$ cat src/rtl/seq_div_sqrt_if.sv
`default_nettype none
// ============================================================================
// Module   : seq_div_sqrt_if
// Purpose  : Request/result bundle between the controller (master) and the
//            sequential divide / square-root unit (slave).
// Signals  : start  - request, a low->high change is one request
//            mode   - 0 divide, 1 square root
//            a_in   - dividend / radicand (N_W bits, unsigned)
//            b_in   - divisor (D_W bits, unsigned)
//            result - result (N_W+F_W bits), stable while done is high
//            done   - result valid (level)
//            busy   - computation in progress
//            divz   - last divide had a zero divisor
// Revision : 1.0 - initial release
// ============================================================================
interface seq_div_sqrt_if #(
    parameter int N_W = 16,
    parameter int D_W = 8,
    parameter int F_W = 8
);
    logic                 start;
    logic                 mode;
    logic [N_W-1:0]       a_in;
    logic [D_W-1:0]       b_in;
    logic [N_W+F_W-1:0]   result;
    logic                 done;
    logic                 busy;
    logic                 divz;

    modport master (
        output start, mode, a_in, b_in,
        input  result, done, busy, divz
    );

    modport slave (
        input  start, mode, a_in, b_in,
        output result, done, busy, divz
    );
endinterface
`default_nettype wire

$ cat src/rtl/seq_div_sqrt.sv
`default_nettype none
// ============================================================================
// Module   : seq_div_sqrt
// Purpose  : Multi-cycle unsigned fixed-point divider and integer square root.
//            One result bit per clock (restoring algorithm), half-LSB upward
//            rounding, divide-by-zero saturates to all ones.
// Ports    : clk    - system clock, rising edge
//            rst_n  - asynchronous active-low reset
//            bus    - seq_div_sqrt_if.slave (start/mode/a_in/b_in in,
//                     result/done/busy/divz out)
// Config   : DIVSQRT_SQRT_EN - when defined the square-root path exists and
//            mode selects it; otherwise mode is ignored and every request is
//            a divide.
// Latency  : divide N_W+F_W+2 edges after accept, zero divisor 1 edge,
//            square root N_W/2+1 edges.
// Revision : 1.0 - initial release
// ============================================================================
module seq_div_sqrt #(
    parameter int N_W = 16,   // dividend / radicand width, must be even
    parameter int D_W = 8,    // divisor width
    parameter int F_W = 8     // fractional bits of the divide result
) (
    input  wire logic     clk,
    input  wire logic     rst_n,
    seq_div_sqrt_if.slave bus
);

    localparam int Q_W     = N_W + F_W;
    localparam int c_CNT_W = $clog2(Q_W + 2);
    // Divide runs Q_W+1 steps: counter values 0..Q_W.
    localparam logic [c_CNT_W-1:0] c_DIV_LAST = c_CNT_W'(Q_W);

    typedef enum logic [1:0] {
        ST_IDLE  = 2'd0,
        ST_ITER  = 2'd1,
        ST_ROUND = 2'd2,
        ST_FIN   = 2'd3
    } state_t;

    state_t               r_state;
    state_t               w_state_nxt;
    logic                 w_busy;
    logic                 w_done;
    logic                 w_accept;
    logic                 w_last_step;
    logic                 w_div_by_zero;
    logic                 w_is_sqrt;
    logic                 w_mode_in;

    logic                 r_start_q;
    logic [D_W-1:0]       r_b;
    // Divide: holds the shifted numerator; quotient bits enter at the LSB as
    // numerator bits leave at the MSB, so after Q_W+1 steps it holds q.
    // Sqrt: the low N_W bits hold the radicand, consumed two bits per step.
    logic [Q_W:0]         r_acc;
    logic [D_W:0]         r_rem;
    logic [c_CNT_W-1:0]   r_cnt;
    logic [Q_W-1:0]       r_result;
    logic                 r_divz;

    logic [Q_W:0]         w_acc_load;
    logic [Q_W:0]         w_acc_step;
    logic [Q_W-1:0]       w_round_result;

    // ------------------------------------------------------------------
    // Divide step: shift next numerator bit into the partial remainder,
    // subtract the divisor when it fits.
    // ------------------------------------------------------------------
    logic [D_W:0]         w_div_shift;
    logic                 w_div_ge;
    logic [D_W:0]         w_div_rem_nxt;
    logic [Q_W-1:0]       w_div_round;

    // The remainder is always below the divisor, so its top bit is zero
    // before the shift and nothing is lost by the truncation.
    assign w_div_shift   = (D_W+1)'({r_rem, r_acc[Q_W]});
    assign w_div_ge      = (w_div_shift >= {1'b0, r_b});
    assign w_div_rem_nxt = w_div_ge ? (w_div_shift - {1'b0, r_b}) : w_div_shift;
    // q carries one extra fraction bit; (q+1)>>1 == (q>>1) + q[0].
    assign w_div_round   = r_acc[Q_W:1] + Q_W'(r_acc[0]);

`ifdef DIVSQRT_SQRT_EN
    // ------------------------------------------------------------------
    // Square root, digit by digit: bring down two radicand bits, try
    // subtracting 4*root+1.
    // ------------------------------------------------------------------
    localparam int c_R_W  = N_W / 2;
    localparam int c_SR_W = N_W / 2 + 2;
    localparam logic [c_CNT_W-1:0] c_SQ_LAST = c_CNT_W'(c_R_W - 1);

    logic                 r_mode;
    logic [c_SR_W-1:0]    r_srem;
    logic [c_R_W-1:0]     r_root;
    logic [c_SR_W-1:0]    w_sq_shift;
    logic [c_SR_W-1:0]    w_sq_trial;
    logic                 w_sq_ge;
    logic                 w_sq_up;
    logic [c_R_W-1:0]     w_sq_rounded;

    // The remainder after k steps is at most 2*root, so 4*rem+3 always fits
    // in c_SR_W bits and the truncation drops only zeros.
    assign w_sq_shift   = c_SR_W'({r_srem, r_acc[N_W-1:N_W-2]});
    assign w_sq_trial   = {r_root, 2'b01};
    assign w_sq_ge      = (w_sq_shift >= w_sq_trial);
    // sqrt(A) >= r + 1/2  <=>  A >= r*r + r + 1  <=>  rem > r
    assign w_sq_up      = (r_srem > {2'b00, r_root});
    assign w_sq_rounded = (w_sq_up && !(&r_root)) ? (r_root + c_R_W'(1)) : r_root;

    assign w_mode_in      = bus.mode;
    assign w_is_sqrt      = r_mode;
    assign w_last_step    = r_mode ? (r_cnt == c_SQ_LAST) : (r_cnt == c_DIV_LAST);
    assign w_round_result = r_mode ? Q_W'(w_sq_rounded) : w_div_round;
    assign w_acc_step     = r_mode ? {r_acc[Q_W:N_W], r_acc[N_W-3:0], 2'b00}
                                   : {r_acc[Q_W-1:0], w_div_ge};

    always_ff @(posedge clk or negedge rst_n) begin
        if (!rst_n) begin
            r_mode <= 1'b0;
            r_srem <= '0;
            r_root <= '0;
        end else if (w_accept) begin
            r_mode <= bus.mode;
            r_srem <= '0;
            r_root <= '0;
        end else if (r_state == ST_ITER && r_mode) begin
            if (w_sq_ge) begin
                r_srem <= w_sq_shift - w_sq_trial;
                r_root <= {r_root[c_R_W-2:0], 1'b1};
            end else begin
                r_srem <= w_sq_shift;
                r_root <= {r_root[c_R_W-2:0], 1'b0};
            end
        end
    end
`else
    assign w_mode_in      = 1'b0;
    assign w_is_sqrt      = 1'b0;
    assign w_last_step    = (r_cnt == c_DIV_LAST);
    assign w_round_result = w_div_round;
    assign w_acc_step     = {r_acc[Q_W-1:0], w_div_ge};
`endif

    // Divide: numerator A * 2^(F_W+1). Sqrt: radicand in the low bits.
    assign w_acc_load    = w_mode_in ? (Q_W+1)'(bus.a_in) : {bus.a_in, (F_W+1)'(0)};
    assign w_div_by_zero = !w_is_sqrt && (r_b == '0);
    assign w_accept      = bus.start && !r_start_q && !w_busy;

    // ------------------------------------------------------------------
    // FSM
    // ------------------------------------------------------------------
    always_ff @(posedge clk or negedge rst_n) begin
        if (!rst_n) begin
            r_state <= ST_IDLE;
        end else begin
            r_state <= w_state_nxt;
        end
    end

    always_comb begin
        w_state_nxt = r_state;
        w_busy      = 1'b0;
        w_done      = 1'b0;
        case (r_state)
            ST_IDLE: begin
                if (bus.start && !r_start_q) w_state_nxt = ST_ITER;
            end
            ST_ITER: begin
                w_busy = 1'b1;
                if (w_div_by_zero)    w_state_nxt = ST_FIN;
                else if (w_last_step) w_state_nxt = ST_ROUND;
            end
            ST_ROUND: begin
                w_busy      = 1'b1;
                w_state_nxt = ST_FIN;
            end
            ST_FIN: begin
                w_done = 1'b1;
                if (bus.start && !r_start_q) w_state_nxt = ST_ITER;
            end
            default: w_state_nxt = ST_IDLE;
        endcase
    end

    // ------------------------------------------------------------------
    // Datapath
    // ------------------------------------------------------------------
    always_ff @(posedge clk or negedge rst_n) begin
        if (!rst_n) begin
            r_start_q <= 1'b0;
            r_b       <= '0;
            r_acc     <= '0;
            r_rem     <= '0;
            r_cnt     <= '0;
            r_result  <= '0;
            r_divz    <= 1'b0;
        end else begin
            r_start_q <= bus.start;
            case (r_state)
                ST_IDLE, ST_FIN: begin
                    if (w_accept) begin
                        r_b    <= bus.b_in;
                        r_acc  <= w_acc_load;
                        r_rem  <= '0;
                        r_cnt  <= '0;
                        r_divz <= 1'b0;
                    end
                end
                ST_ITER: begin
                    if (w_div_by_zero) begin
                        r_result <= '1;
                        r_divz   <= 1'b1;
                    end else begin
                        r_acc <= w_acc_step;
                        if (!w_is_sqrt) r_rem <= w_div_rem_nxt;
                        r_cnt <= r_cnt + c_CNT_W'(1);
                    end
                end
                ST_ROUND: begin
                    r_result <= w_round_result;
                end
                default: ;
            endcase
        end
    end

    assign bus.result = r_result;
    assign bus.done   = w_done;
    assign bus.busy   = w_busy;
    assign bus.divz   = r_divz;

endmodule
`default_nettype wire
$ cat src/flat_wrapper.sv
// flat-port wrapper written by rule: the top's interface ports become plain ports
module seq_div_sqrt_flat 
#(
    parameter int N_W = 16,                                             
    parameter int D_W = 8,                    
    parameter int F_W = 8                                            
)
  (clk, rst_n, bus_start, bus_mode, bus_a_in, bus_b_in, bus_result, bus_done, bus_busy, bus_divz);
  seq_div_sqrt_if #(.N_W(N_W), .D_W(D_W), .F_W(F_W)) bus_i ();
  input  wire logic clk;
  input  wire logic rst_n;
  input wire logic [$bits(bus_i.start)-1:0] bus_start;
  input wire logic [$bits(bus_i.mode)-1:0] bus_mode;
  input wire logic [$bits(bus_i.a_in)-1:0] bus_a_in;
  input wire logic [$bits(bus_i.b_in)-1:0] bus_b_in;
  output wire logic [$bits(bus_i.result)-1:0] bus_result;
  output wire logic [$bits(bus_i.done)-1:0] bus_done;
  output wire logic [$bits(bus_i.busy)-1:0] bus_busy;
  output wire logic [$bits(bus_i.divz)-1:0] bus_divz;
  assign bus_i.start = bus_start;
  assign bus_i.mode = bus_mode;
  assign bus_i.a_in = bus_a_in;
  assign bus_i.b_in = bus_b_in;
  assign bus_result = bus_i.result;
  assign bus_done = bus_i.done;
  assign bus_busy = bus_i.busy;
  assign bus_divz = bus_i.divz;
  seq_div_sqrt #(.N_W(N_W), .D_W(D_W), .F_W(F_W)) u_core (.clk(clk), .rst_n(rst_n), .bus(bus_i));
endmodule
$ cat config.mk
export PLATFORM = sky130hd
export DESIGN_NAME = seq_div_sqrt_flat
export DESIGN_NICKNAME = d
export VERILOG_FILES = /design/src/rtl/seq_div_sqrt_if.sv /design/src/rtl/seq_div_sqrt.sv /design/src/flat_wrapper.sv
export SDC_FILE = /design/constraint.sdc
export NUM_CORES = 1
export LEC_CHECK = 0
export BUFFER_PORTS_ARGS = -buffer_cell sky130_fd_sc_hd__buf_4
export CAP_MARGIN = 40
export CELL_PAD_IN_SITES_DETAIL_PLACEMENT = 1
export CELL_PAD_IN_SITES_GLOBAL_PLACEMENT = 1
export CORE_ASPECT_RATIO = 0.8
export CORE_UTILIZATION = 49
export DETAILED_ROUTE_END_ITERATION = 7
export PLACE_DENSITY_LB_ADDON = 0.25
export SLEW_MARGIN = 25
export SYNTH_ARGS = -nofsm -noshare
export SYNTH_HDL_FRONTEND = slang
export SYNTH_SLANG_ARGS = --single-unit
$ cat constraint.sdc
create_clock -name clk -period 4.2 [get_ports clk]
set_input_delay 0.42 -clock clk [delete_from_list [all_inputs] [get_ports clk]]
set_output_delay 0.42 -clock clk [all_outputs]
set_load 0.005 [all_outputs]
==> results.md <==
* Status: finished, violations left
* Failing checks: hold timing
* Final setup violating endpoints at 0
* WP data arrival at approximately 3.1 ns
* M1 GR Usage at 0.346
* Tot Pwr at about 3.6 mW
* Post-synth net total at approximately 440
* Ys Warns at 0
* DR pass1 iterations at 4
* Clk sinks at 74
* Fin Clk Skew at ~0.0056 ns
* Register bit total from synthesis at 74
* Cell breakdown of the critical path: inv_1 -> ha_1 -> nand3_1 -> nand2_1 -> buf_4 -> nand2_1 -> o311ai_1
* Worst hold margin at -0.00445 ns
* Final hold vios at 4
* Crit-path max cell delay at 0.65 ns
* # nets final at 490
* Synth unique cells at 50
* Non-filler cells, final at between 500 and 600
* CTS tree: yes
* Remaining antenna violation count at 0
* Clock power share at 0.130
* Critical path start-end classification: register to register
* GR Util All Layers at 0.252
* M3 GR Usage at 0.0518
* Antenna Cells at 0
* Root buffer cell: clkbuf_8
* Comb pwr share at 0.522
* DP HPWL at 7.38 mm
* Core Util, Final at 0.587
* Pleak at slightly above 2 nW
* Post-route cell area at 0.00469 sq mm
* Clk_lat worst skew at 0.35 ns
* Fin crit share at 0.679
* DR WL/cell at about 18 microns
* Critical-path maximum fanout at 25
* Initial DRC Count at between 150 and 200
* Post-synthesis cell count at between 300 and 400
* Pint at 1.97 mW
* Post-place instance area at 0.00453 sq mm
* Hold buffer count at cts at 0
* Max-Cap Viols at 0
* Peak Freq at 350 MHz
* Vias at 3,179
* Met2 Track Usage GR at 0.401
* Worst slack, placed at 1.38 ns
* Worst rel slew slack at 0.484
* Die X at slightly above 100 microns
* Post-Route WL at roughly 10 mm
* Htree depth at 3
* Initial Util at 0.508
* Pwr dens at 773 mW/mm^2
* GP Congestion at 0.872
* Setup TNS at 0 ns
* Commonest non-fill, non-tap cell in the layout: dfrtp_1
* Slew Viols, Final at 0
* RSZ-0062 raised after global routing: no
* Global-route wire length before repair at 17.0 mm
* Worst path slowest cell: nand2_1
* TritonCTS Buffers at 9
* Area grow syn2layout at 15.7%
* Worst VDD drop at 391 uV
* Sw frac at 0.456
* Post-CTS setup buffer count at 0
* CTS clk-pin slew, worst paths at about 0.080 ns
* Critical Path Most Common Cell: nand2_1
* Initial antenna violation count at 0
* Syn avg cell area at between 10 and 15 sq um
* Placed insts at 541
* Sw power at 1.65 mW
* Worst-Margin Slew at 0.774 ns
* Startpoint Class: register
* Sequential Power Share at 0.348
* Register area share after synthesis at 0.457
* I/O pin count at 55
* Gr busiest metal: met2
* Post-CTS resize count at 0
* Die area at 0.00864 sq mm
* Vias in the first global route at 3,246
* Final WS setup at 1.35 ns
* DRC violations left at 0
* Layout cell share with drive strength beyond 1 at 0.205
* Hold crit path type: input port to asynchronous set/reset pin
* Post-DR vias/cell at 5.72
* Total core area at 0.00798 sq mm
* Largest net degree at the start of global routing at 46
* Port bufs at between 50 and 60
* Cell Area, Synth at 0.00405 sq mm
* Rows at 29
* Longest Clk Path Bufs at 2
* Min Tclk post-route at 2.85 ns
* Overflow after GRT at 0
* Most frequent cells in the layout: 74 x dfrtp_1, 57 x buf_4, 35 x nand2_1
* Die H at between 80 and 90 microns
* Req. time, crit path at 4.44 ns
* CP endpoint kind: register
cell families (layout without fill, tap and decap cells):
group	count (synthesis)	in the layout	share of synthesized area
flip-flops	74	74	0.457
adder cells (fa/ha/maj)	18	18	0.0574
AO/OA/AOI/OAI	84	84	0.146
buffers and inverters	39	91	0.0454
AND/OR/NAND/NOR	127	127	0.167
multiplexers	25	25	0.0642
XOR/XNOR	29	29	0.0627
cells in the mapped netlist (all sizes together):
master | count | share of area
nor4 | 3 | 0.016
mux2i | 17 | 0.042
buf | 16 | 0.024
nand2b | 4 | 0.0062
nand2 | 36 | 0.034
a21oi | 6 | 0.010
o22a | 4 | 0.0086
nor2 | 33 | 0.031
a21boi | 3 | 0.0056
inv | 18 | 0.017
xnor2 | 7 | 0.015
and4 | 3 | 0.0068
a22o | 10 | 0.022
nand4b | 1 | 0.0022
and3 | 6 | 0.0093
a21o | 2 | 0.0037
a41oi | 2 | 0.0043
ha | 17 | 0.052
a211oi | 2 | 0.0049
nand3 | 17 | 0.021
o21ai | 22 | 0.027
fa | 1 | 0.0049
a31oi | 21 | 0.032
dfrtp | 74 | 0.46
or2 | 1 | 0.0015
and2 | 2 | 0.0037
nor2b | 3 | 0.0046
a31o | 2 | 0.0043
nand4 | 12 | 0.020
xor2 | 22 | 0.048
nand3b | 2 | 0.0037
o311ai | 5 | 0.013
mux2 | 8 | 0.022
clkbuf | 5 | 0.0046
nor3 | 4 | 0.0077
a32o | 1 | 0.0025
a41o | 1 | 0.0025
a221oi | 1 | 0.0022
o31ai | 2 | 0.0037
sequential cells by signal (all words and copies together), names as in the netlist:
register           flops
u_core.r_acc          25
u_core.bus.result     24
u_core.r_b             8
u_core.r_rem           8
u_core.r_cnt           5
u_core.r_state         2
u_core.bus.divz        1
u_core.r_start_q       1
layout make-up:
class	count	area (sq um)
fill	918	3300
multi-input combinational	283	2020
sequential	74	1850
timing repair buffer	58	455
tap	108	135
clock buffer	10	128
inverter	18	67.6
clock inverter	5	32.5
worst max-delay path, delay by kind of cell, from the launching register on:
family,cells,cell delay (ns)
adders and majority gates,1,0.60
DFF,1,0.43
AOI/OAI and AO/OA,1,0.09
and+or+nand+nor,3,1.12
buffers and inverters,2,0.49
power groups by stage:
stage | clock (mW) | combinational, mW | sequential, mW
after floorplan | 0 | 1.41 | 1.19
after global placement | 0 | 1.79 | 1.25
after detailed placement | 0 | 1.88 | 1.27
after CTS | 0.486 | 1.90 | 1.26
after global routing | 0.511 | 2.10 | 1.30
final | 0.471 | 1.89 | 1.26
path summary, 6_finish.rpt:
kind,start,cells past startpoint,end,slack [ns]
min,rst_n,1,u_core.r_rem[3],-0.004
max reg2reg,u_core.r_state[1],7,u_core.r_rem[0],1.35
max in group asynchronous,rst_n,2,u_core.r_b[4],3.63
max,u_core.r_state[1],7,u_core.r_rem[0],1.35
min in group clk,bus_start,1,u_core.r_start_q,0.18
min reg2reg,u_core.bus.result[10],1,u_core.bus.result[10],0.52
metal layers:
| layer | vias to the layer above | wire, microns |
|---|---|---|
| met5 | - | 0 |
| met4 | 0 | 168 |
| met3 | 14 | 323 |
| met2 | 60 | 4790 |
| met1 | 1588 | 4720 |
| li1 | 1517 | - |
Power figures use the tool's default switching activity.
